`src/rtl/swsw_feeder_pkg.sv`:
```
// swsw_feeder_pkg: shared types and constants for the swsw symbol feeder.
// Symbol layout: {1'b0, op[1:0], tag[3:0], priv}; MSB=1 is reserved for control symbols.
package swsw_feeder_pkg;

  // Window state of the feeder
  typedef enum logic [1:0] {
    ST_INIT  = 2'd0,
    ST_RUN   = 2'd1,
    ST_DRAIN = 2'd2,
    ST_EOS   = 2'd3
  } feeder_state_t;

  // Control symbols (MSB set)
  localparam logic [7:0] SYM_EOS  = 8'h80;
  localparam logic [7:0] SYM_IDLE = 8'h81;

  // Commit op classes
  localparam logic [1:0] OP_OTHER       = 2'b00;
  localparam logic [1:0] OP_LOAD        = 2'b01;
  localparam logic [1:0] OP_STORE_WORD  = 2'b10;
  localparam logic [1:0] OP_STORE_OTHER = 2'b11;

  // Pack one commit event into a data symbol (MSB always clear)
  function automatic logic [7:0] encode_sym(input logic [1:0] op,
                                            input logic [3:0] tag,
                                            input logic       priv);
    return {1'b0, op, tag, priv};
  endfunction

endpackage

```
`src/rtl/swsw_sym_fifo.sv`:
```
// swsw_sym_fifo: DEPTH x WIDTH FIFO with wrap-bit pointers.
// The head entry is read combinationally so the feeder can pop it straight into
// its registered output; a registered read would add a cycle of latency.
// Push and pop in the same cycle are legal even when full.
module swsw_sym_fifo #(
  parameter int DEPTH = 8,
  parameter int WIDTH = 8
) (
  input  logic             clk_i,
  input  logic             rst_ni,
  input  logic             push_i,
  input  logic [WIDTH-1:0] din_i,
  input  logic             pop_i,
  output logic [WIDTH-1:0] dout_o,
  output logic             full_o,
  output logic             empty_o
);

  localparam int AW = $clog2(DEPTH);

  logic [WIDTH-1:0] mem [DEPTH];
  logic [AW:0]      wr_ptr_reg;
  logic [AW:0]      rd_ptr_reg;
  logic             do_push;
  logic             do_pop;

  assign empty_o = (wr_ptr_reg == rd_ptr_reg);
  assign full_o  = (wr_ptr_reg[AW-1:0] == rd_ptr_reg[AW-1:0]) &&
                   (wr_ptr_reg[AW] != rd_ptr_reg[AW]);

  // A push into a full FIFO is only taken when the head leaves in the same cycle
  assign do_pop  = pop_i && !empty_o;
  assign do_push = push_i && (!full_o || do_pop);

  assign dout_o = mem[rd_ptr_reg[AW-1:0]];

  // Storage write; contents need no reset because empty pointers mask them
  always_ff @(posedge clk_i) begin
    if (do_push) begin
      mem[wr_ptr_reg[AW-1:0]] <= din_i;
    end
  end

  // Pointer update; the extra MSB is the wrap bit that separates full from empty
  always_ff @(posedge clk_i or negedge rst_ni) begin
    if (!rst_ni) begin
      wr_ptr_reg <= '0;
      rd_ptr_reg <= '0;
    end else begin
      if (do_push) wr_ptr_reg <= wr_ptr_reg + 1'b1;
      if (do_pop)  rd_ptr_reg <= rd_ptr_reg + 1'b1;
    end
  end

endmodule

```
`src/rtl/swsw_symbol_feeder.sv`:
```
// swsw_symbol_feeder: turns core commit events into the swsw monitor symbol stream.
// Each window runs INIT (automata reset) -> RUN -> DRAIN (after flush) -> EOS.
// Optional build macro SWSW_FEEDER_IDLE_EN: emit SYM_IDLE with run_o=1 on empty RUN
// cycles so the automata advance every cycle; otherwise run_o stays low and they stall.
module swsw_symbol_feeder
  import swsw_feeder_pkg::*;
#(
  parameter int DEPTH = 8,
  parameter int CNT_W = 8
) (
  input  logic             clk_i,
  input  logic             rst_ni,
  input  logic             evt_valid_i,
  input  logic [1:0]       evt_op_i,
  input  logic [3:0]       evt_tag_i,
  input  logic             evt_priv_i,
  input  logic             flush_i,
  output logic [7:0]       symbols_o,
  output logic             run_o,
  output logic             am_reset_o,
  output logic             busy_o,
  output logic [CNT_W-1:0] drop_cnt_o
);

  feeder_state_t    state_reg, state_next;
  logic [7:0]       sym_reg, sym_next;
  logic             run_reg, run_next;
  logic [CNT_W-1:0] drop_cnt_reg;

  logic [7:0] evt_sym;
  logic [7:0] fifo_dout;
  logic       fifo_full;
  logic       fifo_empty;
  logic       pop;
  logic       push;
  logic       drop;
  logic       accept_state;

  assign evt_sym = encode_sym(evt_op_i, evt_tag_i, evt_priv_i);

  swsw_sym_fifo #(
    .DEPTH (DEPTH),
    .WIDTH (8)
  ) u_fifo (
    .clk_i   (clk_i),
    .rst_ni  (rst_ni),
    .push_i  (push),
    .din_i   (evt_sym),
    .pop_i   (pop),
    .dout_o  (fifo_dout),
    .full_o  (fifo_full),
    .empty_o (fifo_empty)
  );

  // Events are only accepted while a window is open; anything refused is a drop
  assign accept_state = (state_reg == ST_INIT) || (state_reg == ST_RUN);
  assign push         = evt_valid_i && accept_state && (!fifo_full || pop);
  assign drop         = evt_valid_i && !push;

  // Next-state, pop and next-output decode; outputs default to hold symbol, run low
  always_comb begin
    state_next = state_reg;
    pop        = 1'b0;
    sym_next   = sym_reg;
    run_next   = 1'b0;
    case (state_reg)
      ST_INIT: begin
        state_next = ST_RUN;
      end
      ST_RUN: begin
        if (!fifo_empty) begin
          pop      = 1'b1;
          sym_next = fifo_dout;
          run_next = 1'b1;
        end else begin
`ifdef SWSW_FEEDER_IDLE_EN
          sym_next = SYM_IDLE;
          run_next = 1'b1;
`else
          sym_next = sym_reg;
          run_next = 1'b0;
`endif
        end
        if (flush_i) state_next = ST_DRAIN;
      end
      ST_DRAIN: begin
        if (!fifo_empty) begin
          pop      = 1'b1;
          sym_next = fifo_dout;
          run_next = 1'b1;
        end else begin
          // EOS symbol is registered on the way in, so it is visible during ST_EOS
          sym_next   = SYM_EOS;
          run_next   = 1'b1;
          state_next = ST_EOS;
        end
      end
      ST_EOS: begin
        state_next = ST_INIT;
      end
      default: begin
        state_next = ST_INIT;
      end
    endcase
  end

  // State and registered symbol outputs
  always_ff @(posedge clk_i or negedge rst_ni) begin
    if (!rst_ni) begin
      state_reg <= ST_INIT;
      sym_reg   <= '0;
      run_reg   <= 1'b0;
    end else begin
      state_reg <= state_next;
      sym_reg   <= sym_next;
      run_reg   <= run_next;
    end
  end

  // Saturating drop counter, cleared only by reset
  always_ff @(posedge clk_i or negedge rst_ni) begin
    if (!rst_ni) begin
      drop_cnt_reg <= '0;
    end else if (drop && (drop_cnt_reg != {CNT_W{1'b1}})) begin
      drop_cnt_reg <= drop_cnt_reg + 1'b1;
    end
  end

  assign symbols_o  = sym_reg;
  assign run_o      = run_reg;
  assign drop_cnt_o = drop_cnt_reg;
  assign am_reset_o = (state_reg == ST_INIT);
  assign busy_o     = !fifo_empty || (state_reg != ST_RUN);

endmodule

```
`config.mk`:
```
export PLATFORM = sky130hd
export DESIGN_NAME = swsw_symbol_feeder
export DESIGN_NICKNAME = d
export VERILOG_FILES = /design/src/rtl/swsw_feeder_pkg.sv /design/src/rtl/swsw_sym_fifo.sv /design/src/rtl/swsw_symbol_feeder.sv
export SDC_FILE = /design/constraint.sdc
export NUM_CORES = 1
export LEC_CHECK = 0
export BUFFER_PORTS_ARGS = -buffer_cell sky130_fd_sc_hd__buf_4
export CORE_UTILIZATION = 53
export CTS_CLUSTER_DIAMETER = 200
export CTS_CLUSTER_SIZE = 20
export DETAILED_ROUTE_END_ITERATION = 10
export PLACE_DENSITY = 0.75
export SETUP_SLACK_MARGIN = 0.05
export SLEW_MARGIN = 20
export SYNTH_ARGS = -nofsm -noshare
export SYNTH_HDL_FRONTEND = slang
export SYNTH_SLANG_ARGS = --single-unit
```
`constraint.sdc`:
```
create_clock -name clk_i -period 2.42 [get_ports clk_i]
set_input_delay 0.484 -clock clk_i [delete_from_list [all_inputs] [get_ports clk_i]]
set_output_delay 0.484 -clock clk_i [all_outputs]
set_load 0.01 [all_outputs]
```
==> impl_metrics.env <==
export IMPL_finalNetCount=265
export IMPL_switching_share_pct=36.93
export IMPL_ctsHoldBuffers=0
export IMPL_syn_cell_area_mm2=0.003561
export IMPL_comb_power_share_pct=42.1
export IMPL_cts_max_level=3
export IMPL_synth_top_area_share_pct=47.22
export IMPL_grt_start_max_net_pins=28
export IMPL_vias=1889
export IMPL_antenna_cells=0
export IMPL_synth_warnings=0
export IMPL_ant_nets=0
export IMPL_synthFlopType="edfxtp_1"
export IMPL_synth_simple_area_share_pct=6.606
export IMPL_synth_fa_ha_area_share_pct=2.108
export IMPL_synth_top_cell_by_area="edfxtp_1"
export IMPL_io_buffers=29
export IMPL_synthCells=204
export IMPL_grt_first_pass_wirelength_mm=10.70
export IMPL_met1_length_mm=2.672
export IMPL_max_slew_margin_pct=68.41
export IMPL_power_density_mw_per_mm2=1280
export IMPL_ir_drop_mv=0.5357
export IMPL_drive_above_1_share_pct=34.39
export IMPL_period_needed_ns=2.258
export IMPL_path_class="flip-flop to primary output"
export IMPL_layout_commonest_cell="edfxtp_1"
export IMPL_setup_violations=0
export IMPL_overflow=0
export IMPL_cts_made_buffers=9
export IMPL_synth_top_family_by_area="multiplexers"
export IMPL_critPathSlowestCell="dfrtp_1"
export IMPL_n_fill_cell=480
export IMPL_cpPeakStageDelay_ns=0.56
export IMPL_rows=29
export IMPL_whs_ns=0.02792
export IMPL_async_reset_ff_share_pct=32.53
export IMPL_grt_pass1_vias=1970
export IMPL_seqPwrFrac_pct=40.7
export IMPL_synth_xor_area_share_pct=5.271
export IMPL_die_area_mm2=0.007050
export IMPL_finalSetupTns_ns=0
export IMPL_leakagePower_nw=1.559
export IMPL_postCtsSetupBuffers=0
export IMPL_power_share_clock_pct=17.1
export IMPL_synth_compound_area_share_pct=4.427
export IMPL_io_pins=30
export IMPL_clock_sinks=83
export IMPL_ys_seq_elements=83
export IMPL_firstDrtPassIters=8
export IMPL_largest_reg_flops=56
export IMPL_drc=6
export IMPL_start_util_pct=55.45
export IMPL_totalPowerFinal_w=0.005216
export IMPL_skew_ns=0.01106
export IMPL_area_growth_pct=14.44
export IMPL_drv_slew=0
export IMPL_p_sw_w=0.001926
export IMPL_hold_path_class="primary input to asynchronous set/reset pin"
export IMPL_cts_resized_gates=0
export IMPL_antenna_found_initial=0
export IMPL_route_met2_wl_mm=3.251
export IMPL_p_int_w=0.003290
export IMPL_grt_usage_pct=21.30
export IMPL_clk_latency_ns=0.36
export IMPL_rsz0062_at_grt="no"
export IMPL_die_w_um=83.97
export IMPL_clk_path_buf_depth=2
export IMPL_die_h_um=83.97
export IMPL_violations="design-rule violations"
export IMPL_cp_cell_sequence="xnor2_4 -> nand4b_4 -> or2_1 -> buf_4"
export IMPL_via_per_inst=5.724
export IMPL_timing_fmax_mhz=442.9
export IMPL_cts_tree="done"
export IMPL_mostFrequentLayoutCells="edfxtp_1 (56), buf_4 (42), dfrtp_1 (27)"
export IMPL_hold_violations=0
export IMPL_outcome="finished, violations left"
export IMPL_crit_fanout=8
export IMPL_synth_avg_cell_area_um2=17.46
export IMPL_yosys_mux_area_fraction_pct=12.40
export IMPL_clockRootBuffer="clkbuf_8"
export IMPL_dp_hpwl_mm=4.656
export IMPL_ys_seq_area_share_pct=66.20
export IMPL_wl_per_cell_um=19.67
export IMPL_fin_crit_sh_pct=93.30
export IMPL_maxCapViolations=0
export IMPL_synth_nets=221
export IMPL_core_area_mm2=0.006422
export IMPL_tightest_slew_ns=0.4738
export IMPL_required_ns=1.94
export IMPL_wl_mm=6.492
export IMPL_cp_end_kind="primary output"
export IMPL_worstPathArrival_ns=1.77
export IMPL_route_met3_wl_um=441
export IMPL_clk_pin_slew_ns=0.08
export IMPL_routed_top_layer="met4"
export IMPL_worstSetupStartpointType="flip-flop"
export IMPL_synth_edf_count=56
export IMPL_synthDistinctLibCells=41
export IMPL_drt_iter0_markers=88
export IMPL_synth_area_leaders="edfxtp_1 (47%), dfrtp_1 (19%), mux4_2 (8.9%)"
export IMPL_gp_congestion=0.8324
[area by class of cell]
cell class	count	area, µm²	area share [%]
flip-flops and latches	83	2357	57.84
repair buffers	42	315.3	7.737
inverters	9	33.78	0.8290
well taps	77	96.34	2.364
clock inverters	7	51.30	1.259
clock buffers	9	123.9	3.040
multi-input cells	103	1097	26.93
[cells in the mapped netlist (all sizes together) (6+ instances only)]
master,count
edfxtp,56
mux2i,7
nor2,6
mux4,14
dfrtp,27
ha,6
buf,8
nand2,8
xnor2,10
o2bb2ai,7
inv,9
[metal layers]
| layer | up-vias | track usage (%) |
|---|---|---|
| met5 | - | 0 |
| met4 | 0 | 10.34 |
| met3 | 10 | 3.956 |
| met2 | 70 | 33.68 |
| met1 | 939 | 28.70 |
| li1 | 870 | - |
[logic make-up after synthesis]
family,Yosys count
adder cells (fa/ha/maj),6
flip-flops,83
AND/OR/NAND/NOR,38
multiplexers,26
buffers and inverters,18
AO/OA/AOI/OAI,18
XOR/XNOR,15
[worst max-delay path, delay by kind of cell (launching register included)]
family                 cells  cell delay, ns
flip-flops                 1            0.56
AND/OR/NAND/NOR            2            0.42
XOR/XNOR                   1            0.28
buffers and inverters      1            0.15
[power groups by stage]
stage | registers [W] | clock network (W) | logic [W]
2_1_floorplan | 0.00206 | 0 | 0.00172
3_3_place_gp | 0.00215 | 0 | 0.00219
3_5_place_dp | 0.00215 | 0 | 0.00224
4_1_cts | 0.00213 | 0.000918 | 0.00224
5_1_grt | 0.00216 | 0.000972 | 0.00242
6_report | 0.00212 | 0.000894 | 0.00220
[per-stage QoR]
stage | std cells | cell area (µm²) | setup WS, ns | utilization (%)
after floorplan | 204 | 3561 | 0.07819 | -
after global placement | 314 | 3900 | 0.4692 | 60.72
after detailed placement | 314 | 3900 | 0.4019 | 60.72
after CTS | 330 | 4075 | 0.1521 | 63.45
after global routing | 330 | 4075 | 0.06973 | 63.45
final | 330 | 4075 | 0.1621 | 63.45
[worst paths after layout]
kind                                      startpoint          endpoint  slack [ns]  cells past startpoint
worst min register to register         drop_cnt_o[5]     drop_cnt_o[5]        0.49                      1
min in group clk_i                      evt_tag_i[2]  u_fifo.mem[4][3]        0.37                      1
worst max-delay path            u_fifo.wr_ptr_reg[2]            busy_o        0.16                      4
worst max register to register          state_reg[0]  u_fifo.mem[2][6]        0.37                      8
worst min-delay path                          rst_ni     drop_cnt_o[5]        0.03                      1
max in group asynchronous                     rst_ni      symbols_o[3]        2.14                      1
Power figures use the tool's default switching activity.
